**config.mk**
```make
export PLATFORM = sky130hd
export DESIGN_NAME = am_error_stats_sweep
export DESIGN_NICKNAME = d
export VERILOG_FILES = /design/src/rtl/am_error_stats_sweep.sv
export SDC_FILE = /design/constraint.sdc
export NUM_CORES = 1
export LEC_CHECK = 0
export CORE_MARGIN = 4
export CORE_UTILIZATION = 36
export DETAILED_ROUTE_END_ITERATION = 10
export GPL_ROUTABILITY_DRIVEN = 1
export PLACE_DENSITY_LB_ADDON = 0.1
export SLEW_MARGIN = 20
export SYNTH_ARGS = -nofsm -noshare
export SYNTH_HDL_FRONTEND = slang
export SYNTH_SLANG_ARGS = --single-unit
```
**constraint.sdc**
```tcl
create_clock -name clk -period 9.4 [get_ports clk]
set_input_delay 1.41 -clock clk [delete_from_list [all_inputs] [get_ports clk]]
set_output_delay 1.41 -clock clk [all_outputs]
set_load 0.05 [all_outputs]
```
**src/rtl/am_error_stats_sweep.sv**
```systemverilog
// Exhaustive error-statistics sweep for an approximate NxN unsigned multiplier.
// Optional signed bias accumulator output enabled by defining AM_ERR_BIAS_EN.
module am_error_stats_sweep #(
    parameter int N     = 8,
    parameter int SQ_W  = 48,
    parameter int ABS_W = 32
) (
    input  logic               clk,
    input  logic               rst,
    input  logic               start,
    input  logic               abort,
    output logic               busy,
    output logic               done,
    output logic [N-1:0]       mul_x,
    output logic [N-1:0]       mul_y,
    input  logic [2*N-1:0]     mul_z,
    output logic [SQ_W-1:0]    err_sum_sq,
    output logic [ABS_W-1:0]   err_sum_abs,
    output logic [2*N-1:0]     err_max,
    output logic [2*N:0]       err_count,
    output logic [N-1:0]       worst_x,
    output logic [N-1:0]       worst_y
`ifdef AM_ERR_BIAS_EN
    ,
    output logic signed [4*N+1:0] err_sum_signed
`endif
);

    localparam int W   = 2 * N;
    localparam int P_W = 4 * N;
    localparam logic [N-1:0] N_ONE   = {{(N-1){1'b0}}, 1'b1};
    localparam logic [W:0]   CNT_ONE = {{W{1'b0}}, 1'b1};

    typedef enum logic [1:0] {
        ST_IDLE  = 2'd0,
        ST_SWEEP = 2'd1,
        ST_DRAIN = 2'd2,
        ST_DONE  = 2'd3
    } state_t;

    state_t state_r;
    state_t state_s;
    logic   start_go_s;
    logic   done_go_s;
    logic   flush_s;
    logic   last_pair_s;

    logic [N-1:0] mul_x_r;
    logic [N-1:0] mul_y_r;

    logic                s1_v_r;
    logic [N-1:0]        s1_x_r;
    logic [N-1:0]        s1_y_r;
    logic [W-1:0]        s1_z_r;
    logic [W-1:0]        s1_p_r;

    logic                s2_v_r;
    logic [N-1:0]        s2_x_r;
    logic [N-1:0]        s2_y_r;
    logic signed [W:0]   s2_d_r;
    logic [W-1:0]        s2_abs_r;

    logic                s3_v_r;
    logic                s3_gt_r;
    logic [N-1:0]        s3_x_r;
    logic [N-1:0]        s3_y_r;
    logic signed [W:0]   s3_d_r;
    logic [W-1:0]        s3_abs_r;
    logic [P_W-1:0]      s3_sq_r;

    logic signed [W:0]   d_s;
    logic signed [W:0]   neg_d_s;
    logic [W-1:0]        abs_s;
    logic [P_W-1:0]      sq_s;
    logic [W-1:0]        max_fwd_s;
    logic [W-1:0]        prod_s;

    logic [SQ_W-1:0]     sum_sq_r;
    logic [ABS_W-1:0]    sum_abs_r;
    logic [W-1:0]        max_r;
    logic [W:0]          count_r;
    logic [N-1:0]        worst_x_r;
    logic [N-1:0]        worst_y_r;
    logic                busy_r;
    logic                done_r;
`ifdef AM_ERR_BIAS_EN
    logic signed [P_W+1:0] sum_signed_r;
`endif

    logic [SQ_W:0]       sum_sq_ext_s;
    logic [ABS_W:0]      sum_abs_ext_s;
    logic [SQ_W-1:0]     sum_sq_nx_s;
    logic [ABS_W-1:0]    sum_abs_nx_s;
    logic [W:0]          count_nx_s;

    assign last_pair_s = (mul_x_r == {N{1'b1}}) && (mul_y_r == {N{1'b1}});

    // Next-state and control strobes; abort dominates start
    always_comb begin
        state_s    = state_r;
        start_go_s = 1'b0;
        done_go_s  = 1'b0;
        flush_s    = 1'b0;
        case (state_r)
            ST_IDLE, ST_DONE: begin
                if (start && !abort) begin
                    state_s    = ST_SWEEP;
                    start_go_s = 1'b1;
                end else begin
                    state_s = state_r;
                end
            end
            ST_SWEEP: begin
                if (abort) begin
                    state_s = ST_IDLE;
                    flush_s = 1'b1;
                end else if (last_pair_s) begin
                    state_s = ST_DRAIN;
                end else begin
                    state_s = ST_SWEEP;
                end
            end
            ST_DRAIN: begin
                if (abort) begin
                    state_s = ST_IDLE;
                    flush_s = 1'b1;
                end else if (!s1_v_r && !s2_v_r) begin
                    // last pair is in S3 and lands in the accumulators on this edge
                    state_s   = ST_DONE;
                    done_go_s = 1'b1;
                end else begin
                    state_s = ST_DRAIN;
                end
            end
            default: begin
                state_s = ST_IDLE;
            end
        endcase
    end

    // State register and registered status outputs
    always_ff @(posedge clk) begin
        if (rst) begin
            state_r <= ST_IDLE;
            busy_r  <= 1'b0;
            done_r  <= 1'b0;
        end else begin
            state_r <= state_s;
            busy_r  <= (state_s == ST_SWEEP) || (state_s == ST_DRAIN);
            done_r  <= done_go_s;
        end
    end

    // Operand sequencer: x inner loop, y outer loop, holds outside SWEEP
    always_ff @(posedge clk) begin
        if (rst) begin
            mul_x_r <= '0;
            mul_y_r <= '0;
        end else if (start_go_s) begin
            mul_x_r <= '0;
            mul_y_r <= '0;
        end else if ((state_r == ST_SWEEP) && !abort && !last_pair_s) begin
            if (mul_x_r == {N{1'b1}}) begin
                mul_x_r <= '0;
                mul_y_r <= mul_y_r + N_ONE;
            end else begin
                mul_x_r <= mul_x_r + N_ONE;
            end
        end
    end

    // Datapath arithmetic; S3 compares against err_max including the pair now in S4
    always_comb begin
        prod_s    = {{N{1'b0}}, mul_x_r} * {{N{1'b0}}, mul_y_r};
        d_s       = $signed({1'b0, s1_z_r}) - $signed({1'b0, s1_p_r});
        neg_d_s   = -d_s;
        abs_s     = d_s[W] ? neg_d_s[W-1:0] : d_s[W-1:0];
        sq_s      = {{W{1'b0}}, s2_abs_r} * {{W{1'b0}}, s2_abs_r};
        max_fwd_s = (s3_v_r && s3_gt_r) ? s3_abs_r : max_r;
    end

    // Three-stage pipeline registers feeding the accumulators
    always_ff @(posedge clk) begin
        if (rst) begin
            s1_v_r   <= 1'b0;
            s1_x_r   <= '0;
            s1_y_r   <= '0;
            s1_z_r   <= '0;
            s1_p_r   <= '0;
            s2_v_r   <= 1'b0;
            s2_x_r   <= '0;
            s2_y_r   <= '0;
            s2_d_r   <= '0;
            s2_abs_r <= '0;
            s3_v_r   <= 1'b0;
            s3_gt_r  <= 1'b0;
            s3_x_r   <= '0;
            s3_y_r   <= '0;
            s3_d_r   <= '0;
            s3_abs_r <= '0;
            s3_sq_r  <= '0;
        end else begin
            s1_v_r   <= (state_r == ST_SWEEP) && !flush_s;
            s1_x_r   <= mul_x_r;
            s1_y_r   <= mul_y_r;
            s1_z_r   <= mul_z;
            s1_p_r   <= prod_s;
            s2_v_r   <= s1_v_r && !flush_s;
            s2_x_r   <= s1_x_r;
            s2_y_r   <= s1_y_r;
            s2_d_r   <= d_s;
            s2_abs_r <= abs_s;
            s3_v_r   <= s2_v_r && !flush_s;
            s3_gt_r  <= s2_v_r && (s2_abs_r > max_fwd_s);
            s3_x_r   <= s2_x_r;
            s3_y_r   <= s2_y_r;
            s3_d_r   <= s2_d_r;
            s3_abs_r <= s2_abs_r;
            s3_sq_r  <= sq_s;
        end
    end

    // Saturating next values for the accumulators
    always_comb begin
        sum_sq_ext_s  = {1'b0, sum_sq_r} + (SQ_W+1)'(s3_sq_r);
        sum_abs_ext_s = {1'b0, sum_abs_r} + (ABS_W+1)'(s3_abs_r);
        sum_sq_nx_s   = sum_sq_ext_s[SQ_W] ? {SQ_W{1'b1}} : sum_sq_ext_s[SQ_W-1:0];
        sum_abs_nx_s  = sum_abs_ext_s[ABS_W] ? {ABS_W{1'b1}} : sum_abs_ext_s[ABS_W-1:0];
        if ((s3_abs_r != '0) && (count_r != {(W+1){1'b1}})) begin
            count_nx_s = count_r + CNT_ONE;
        end else begin
            count_nx_s = count_r;
        end
    end

    // S4 accumulators; worst pair updates only on a strictly larger error
    always_ff @(posedge clk) begin
        if (rst || start_go_s) begin
            sum_sq_r  <= '0;
            sum_abs_r <= '0;
            max_r     <= '0;
            count_r   <= '0;
            worst_x_r <= '0;
            worst_y_r <= '0;
        end else if (s3_v_r && !flush_s) begin
            sum_sq_r  <= sum_sq_nx_s;
            sum_abs_r <= sum_abs_nx_s;
            count_r   <= count_nx_s;
            if (s3_gt_r) begin
                max_r     <= s3_abs_r;
                worst_x_r <= s3_x_r;
                worst_y_r <= s3_y_r;
            end
        end
    end

`ifdef AM_ERR_BIAS_EN
    // Signed bias sum; width covers the full sweep so no saturation is needed
    always_ff @(posedge clk) begin
        if (rst || start_go_s) begin
            sum_signed_r <= '0;
        end else if (s3_v_r && !flush_s) begin
            sum_signed_r <= sum_signed_r + (P_W+2)'(s3_d_r);
        end
    end

    assign err_sum_signed = sum_signed_r;
`endif

    assign busy        = busy_r;
    assign done        = done_r;
    assign mul_x       = mul_x_r;
    assign mul_y       = mul_y_r;
    assign err_sum_sq  = sum_sq_r;
    assign err_sum_abs = sum_abs_r;
    assign err_max     = max_r;
    assign err_count   = count_r;
    assign worst_x     = worst_x_r;
    assign worst_y     = worst_y_r;

endmodule

```
### Word level (Yosys, flattened, before mapping)

Index checks and enable logic that the tools add are counted.

* register bits after elaboration: 297
* logic and storage cells: 89

* bitwise logic cells: 1
* mux-type cells: 16
* reduce and logical (&&, ||, !) cells: 28
* multipliers: 2
* equality and inequality tests: 8
* add/subtract/negate cells: 7
* order comparisons: 1

Operator list (number)
* 48-bit by 32-bit adder with 49-bit output: 1
* 48-bit two-way mux: 1
* 32-bit by 16-bit adder with 33-bit output: 1
* 16-bit by 16-bit multiplier with 32-bit output: 1
* 16-bit two-way mux: 2
* 32-bit two-way mux: 1
* 17-bit by 1-bit adder with 17-bit output (second input constant): 1
* 17-bit inequality test (second input constant): 1
* 16-bit by 16-bit subtractor with 17-bit output: 1
* 8-bit by 1-bit adder with 8-bit output (second input constant): 2
* 8-bit equality test (second input constant): 2
* 16-bit > comparator: 1
* 8-bit by 8-bit multiplier with 16-bit output: 1
* 16-bit negator: 1
* 16-bit nonzero test: 1
* 1-bit logical AND: 12
* 2-bit two-way mux: 4
* 8-bit two-way mux: 1
* 2-bit equality test (second input constant): 3
* 1-bit two-way mux: 6
* 2-bit case mux with 3 select lines: 1
* 2-bit AND reduction: 3
* 2-bit OR reduction: 3
* 1-bit logical NOT: 5
* other kinds (5): 7

### Depth between registers and ports, before layout

* depth in word-level cells: 7
* mapped depth: 25
* mapped depth without buffers: 24

### Worst setup path before layout

Ideal clock, no wire load.

* kind: reg2reg
* start point: register s2_abs_r[4]
* end point: register s3_sq_r[31]
* period minus slack after synthesis: 6.333 ns
* path buffers: 2
* stages on the path, launching flop included: 23
* setup slack: 3.067 ns
* data arrival time: 6.205 ns
* cells stage by stage: dfxtp_1 > clkbuf_1 > clkbuf_1 > nand2_1 > fa_1 > fa_1 > inv_1 > fa_1 > fa_1 > fa_1 > inv_1 > fa_1 > inv_1 > ha_1 > and3_1 > a221oi_1 > nand2_1 > o22ai_1 > o21ai_0 > a221oi_1 > a21oi_1 > xnor2_1 > nor2_1

* longest elaborated chain between the ends: 1

RTL lines
* start, declared: RTL line 61 `logic [W-1:0] s2_abs_r;`
* start signal, assigned: RTL line 212 `s2_abs_r <= abs_s;`
* 16-bit by 16-bit multiplier with 32-bit output: RTL line 178 `sq_s = {{W{1'b0}}, s2_abs_r} * {{W{1'b0}}, s2_abs_r};`
* end signal, assigned: RTL line 219 `s3_sq_r <= sq_s;`
* end, declared: RTL line 69 `logic [P_W-1:0] s3_sq_r;`

Every way passes these cells.
A chain may end at the register's enable or synchronous reset.

### Worst setup path in the final report

* start point: register s2_abs_r[0]
* end point: register s3_sq_r[31]

The elaborated chain is that of the path after synthesis.

==> impl_metrics.env <==
export IMPL_path_class="reg2reg"
export IMPL_asyncSetResetFlopFracSynth=0
export IMPL_clk_insertion_delay_late_ns=0.55
export IMPL_slew_headroom=0.3190
export IMPL_initial_utilization=0.3647
export IMPL_outcome="finished clean"
export IMPL_yosysWarningCount=0
export IMPL_fp_coreArea_um2=63200
export IMPL_post_route_cells_drive_above_1_share=0.03644
export IMPL_cts_buffer_depth=3
export IMPL_syn_cell_area_um2=23050
export IMPL_layout_worst_path_cycle_share=0.7709
export IMPL_timing_max_transition_violations_final=0
export IMPL_p_comb_frac=0.403
export IMPL_portBuffers=166
export IMPL_irDropWorstVdd_uv=106.4
export IMPL_ys_seq_elements=295
export IMPL_drt_iter0_drc=991
export IMPL_power_report_internal_total_mw=2.927
export IMPL_tritoncts_clock_tree="yes"
export IMPL_rrSetupSlack_ns=2.15
export IMPL_max_freq_mhz=138.0
export IMPL_p_sw_frac=0.3787
export IMPL_drv_cap=0
export IMPL_holdBufCountCts=0
export IMPL_routabilityCongestion=0.8674
export IMPL_final_setup_viol_count=0
export IMPL_post_drt_wl_per_cell_um=16.61
export IMPL_grt_overflow=0
export IMPL_finalWorstPathRequiredPeriod_ns=7.246
export IMPL_flow_area_growth_from_synthesis_pct=15.45
export IMPL_register_area_share_after_synthesis=0.2563
export IMPL_post_cts_resized_instances=0
export IMPL_via_count_of_the_first_global_routing_pass=18240
export IMPL_final_nets=3193
export IMPL_final_setup_skew_ns=0.04190
export IMPL_yosys_top_cells_area="sky130_fd_sc_hd__dfxtp_1 (26%), sky130_fd_sc_hd__fa_1 (18%), sky130_fd_sc_hd__ha_1 (12%)"
export IMPL_power_density_nw_per_um2=177.1
export IMPL_dieArea_um2=68130
export IMPL_post_cts_setup_buffer_count=0
export IMPL_p_sw_mw=1.784
export IMPL_sequential_cell_area_um2=5906
export IMPL_routed_wl_met2_um=27790
export IMPL_start_kind="register"
export IMPL_mappedNetlistNets=3086
export IMPL_met3RoutedLength_um=2226
export IMPL_initial_antenna_violation_count=0
export IMPL_synth_lib_cells_used_distinct=73
export IMPL_setup_repair_after_global_routing_missed_its_margin="no"
export IMPL_cts_max_level=2
export IMPL_synth_edff_count=0
export IMPL_multi_input_area_um2=15380
export IMPL_grt_max_degree=89
export IMPL_via_count=17910
export IMPL_chipHeight_um=261.0
export IMPL_mostFrequentLayoutCells="sky130_fd_sc_hd__inv_1 (361), sky130_fd_sc_hd__dfxtp_1 (295), sky130_fd_sc_hd__nand2_1 (243)"
export IMPL_hold_viol_final=0
export IMPL_seqPwrFrac=0.303
export IMPL_drt_first_pass_iters=5
export IMPL_most_common_cell_after_layout_fill_and_taps_aside="sky130_fd_sc_hd__inv_1"
export IMPL_post_syn_area_per_cell_um2=8.726
export IMPL_met1_routed_length_um=28380
export IMPL_min_path_type="reg2reg"
export IMPL_row_count=92
export IMPL_clk_pin_slew_worst_paths_ns=0.06
export IMPL_top_signal_layer_used="met4"
export IMPL_final_core_utilization=0.4210
export IMPL_die_width_um=261.0
export IMPL_vias_per_cell=4.948
export IMPL_timing_critical_path_required_ns=9.81
export IMPL_ant_nets=0
export IMPL_grt_first_pass_wirelength_um=97270
export IMPL_dpl_hpwl_um=47200
export IMPL_worstSetupEndpointType="register"
export IMPL_route_detailed_drc=0
export IMPL_ios=167
export IMPL_dominantRegCellSynth="sky130_fd_sc_hd__dfxtp_1"
export IMPL_numCtsBuffers=36
export IMPL_synth_area_leader_cell="sky130_fd_sc_hd__dfxtp_1"
export IMPL_clockPowerShare=0.294
export IMPL_cp_data_arrival_time_ns=7.66
export IMPL_power_leakage_nw=12.25
export IMPL_cts_root_buffer_cell="sky130_fd_sc_hd__clkbuf_16"
export IMPL_critPathMaxFanout=12
export IMPL_clock_sinks=295
export IMPL_fin_tns_setup_ns=0
export IMPL_yosysTopAreaCellShare=0.2563
export IMPL_grt_total_usage=0.1753
export IMPL_worstMarginPinSlew_ns=1.022
export IMPL_final_fill_count=6277
export IMPL_syn_instance_count=2641
export IMPL_totalWireLength_um=60110
[final timing paths]
kind,startpoint,to,cells after the start
worst max-delay path,s2_abs_r[0],s3_sq_r[31],22
worst min register to register,s1_x_r[0],s2_x_r[0],1
worst min-delay path,s1_x_r[0],s2_x_r[0],1
worst max register to register,s2_abs_r[0],s3_sq_r[31],22
[state kept, by name, indices dropped and copies added, names as in the netlist, 16 cells and up]
name and cells:
err_max 16, err_sum_abs 32, s1_z_r 16, err_sum_sq 48, s3_abs_r 16, s3_sq_r 30, s2_abs_r 16, err_count 17
s1_p_r 16
[power groups by stage]
stage          combinational (mW)  clock [mW]  sequential, mW
4_1_cts                      1.93        1.43            1.42
3_3_place_gp                 1.91           0            1.45
5_1_grt                      2.20        1.48            1.43
3_5_place_dp                 1.91           0            1.45
6_report                     1.90        1.39            1.43
2_1_floorplan                1.48           0            1.39
[area by class of cell]
type,instances,share of cell area
multi-input combinational,1878,0.5779
tap,846,0.03978
clock inverter,16,0.006772
antenna,1,0.00009405
sequential,295,0.2220
inverter,362,0.05107
timing repair buffer,175,0.06490
clock buffer,46,0.03753
[worst max-delay path, cell delays in order, from the launching register on]
cell and delay [ns]:
sky130_fd_sc_hd__dfxtp_1 0.65, sky130_fd_sc_hd__clkinv_1 0.52, sky130_fd_sc_hd__nor2_1 0.35, sky130_fd_sc_hd__inv_1 0.10, sky130_fd_sc_hd__fa_1 0.46, sky130_fd_sc_hd__fa_1 0.55, sky130_fd_sc_hd__inv_1 0.04, sky130_fd_sc_hd__ha_1 0.30
sky130_fd_sc_hd__fa_1 0.50, sky130_fd_sc_hd__fa_1 0.54, sky130_fd_sc_hd__inv_1 0.05, sky130_fd_sc_hd__fa_1 0.52, sky130_fd_sc_hd__inv_1 0.04, sky130_fd_sc_hd__ha_1 0.36, sky130_fd_sc_hd__and3_1 0.19, sky130_fd_sc_hd__a221oi_1 0.40
sky130_fd_sc_hd__nand2_1 0.11, sky130_fd_sc_hd__o22ai_1 0.25, sky130_fd_sc_hd__o21ai_0 0.32, sky130_fd_sc_hd__a221oi_1 0.46, sky130_fd_sc_hd__a21oi_1 0.14, sky130_fd_sc_hd__xnor2_1 0.20, sky130_fd_sc_hd__nor2_1 0.06
[cells by family (layout without fill, tap and decap cells)]
group | count (synthesis) | after routing | share of synthesized area
xor gates and xnor gates | 145 | 145 | 0.05511
buffers and inverters | 468 | 599 | 0.07753
AOI/OAI and AO/OA | 471 | 471 | 0.1299
adders and majority gates | 425 | 425 | 0.2965
and+or+nand+nor | 812 | 812 | 0.1737
muxes | 25 | 25 | 0.01097
DFF | 295 | 295 | 0.2563
other | 0 | 1 | 0
[stage by stage]
step / cell area, µm² / setup slack, ns / cells / power, mW / hold slack, ns
CTS: 26600 / 2.183 / 3618 / 4.780 / 0.4262
floorplan: 23050 / 3.067 / 2641 / 2.879 / 0.4138
global placement: 25430 / 2.298 / 3556 / 3.356 / 0.4194
detailed placement: 25430 / 2.173 / 3556 / 3.362 / 0.4204
global route: 26600 / 1.821 / 3618 / 5.112 / 0.4355
finish: 26610 / 2.154 / 3619 / 4.711 / 0.4151
[cell usage after synthesis (all sizes together) (20+ instances only)]
cell / n
mux2i: 23
nand2: 243
nor3: 40
nor2: 171
o21ai: 114
nand4: 28
and2: 84
a21oi: 168
a21o: 51
nand3: 48
and3: 30
ha: 223
o21a: 20
xnor2: 78
xor2: 67
fa: 202
nor2b: 99
clkbuf: 97
inv: 361
a31oi: 37
dfxtp: 295
[per-layer routing]
layer	vias up	track usage
li1	8879	-
met5	-	0
met4	0	0.05458
met1	8589	0.2420
met3	101	0.02195
met2	339	0.2881
No activity file was read; power rests on OpenSTA's default activity.
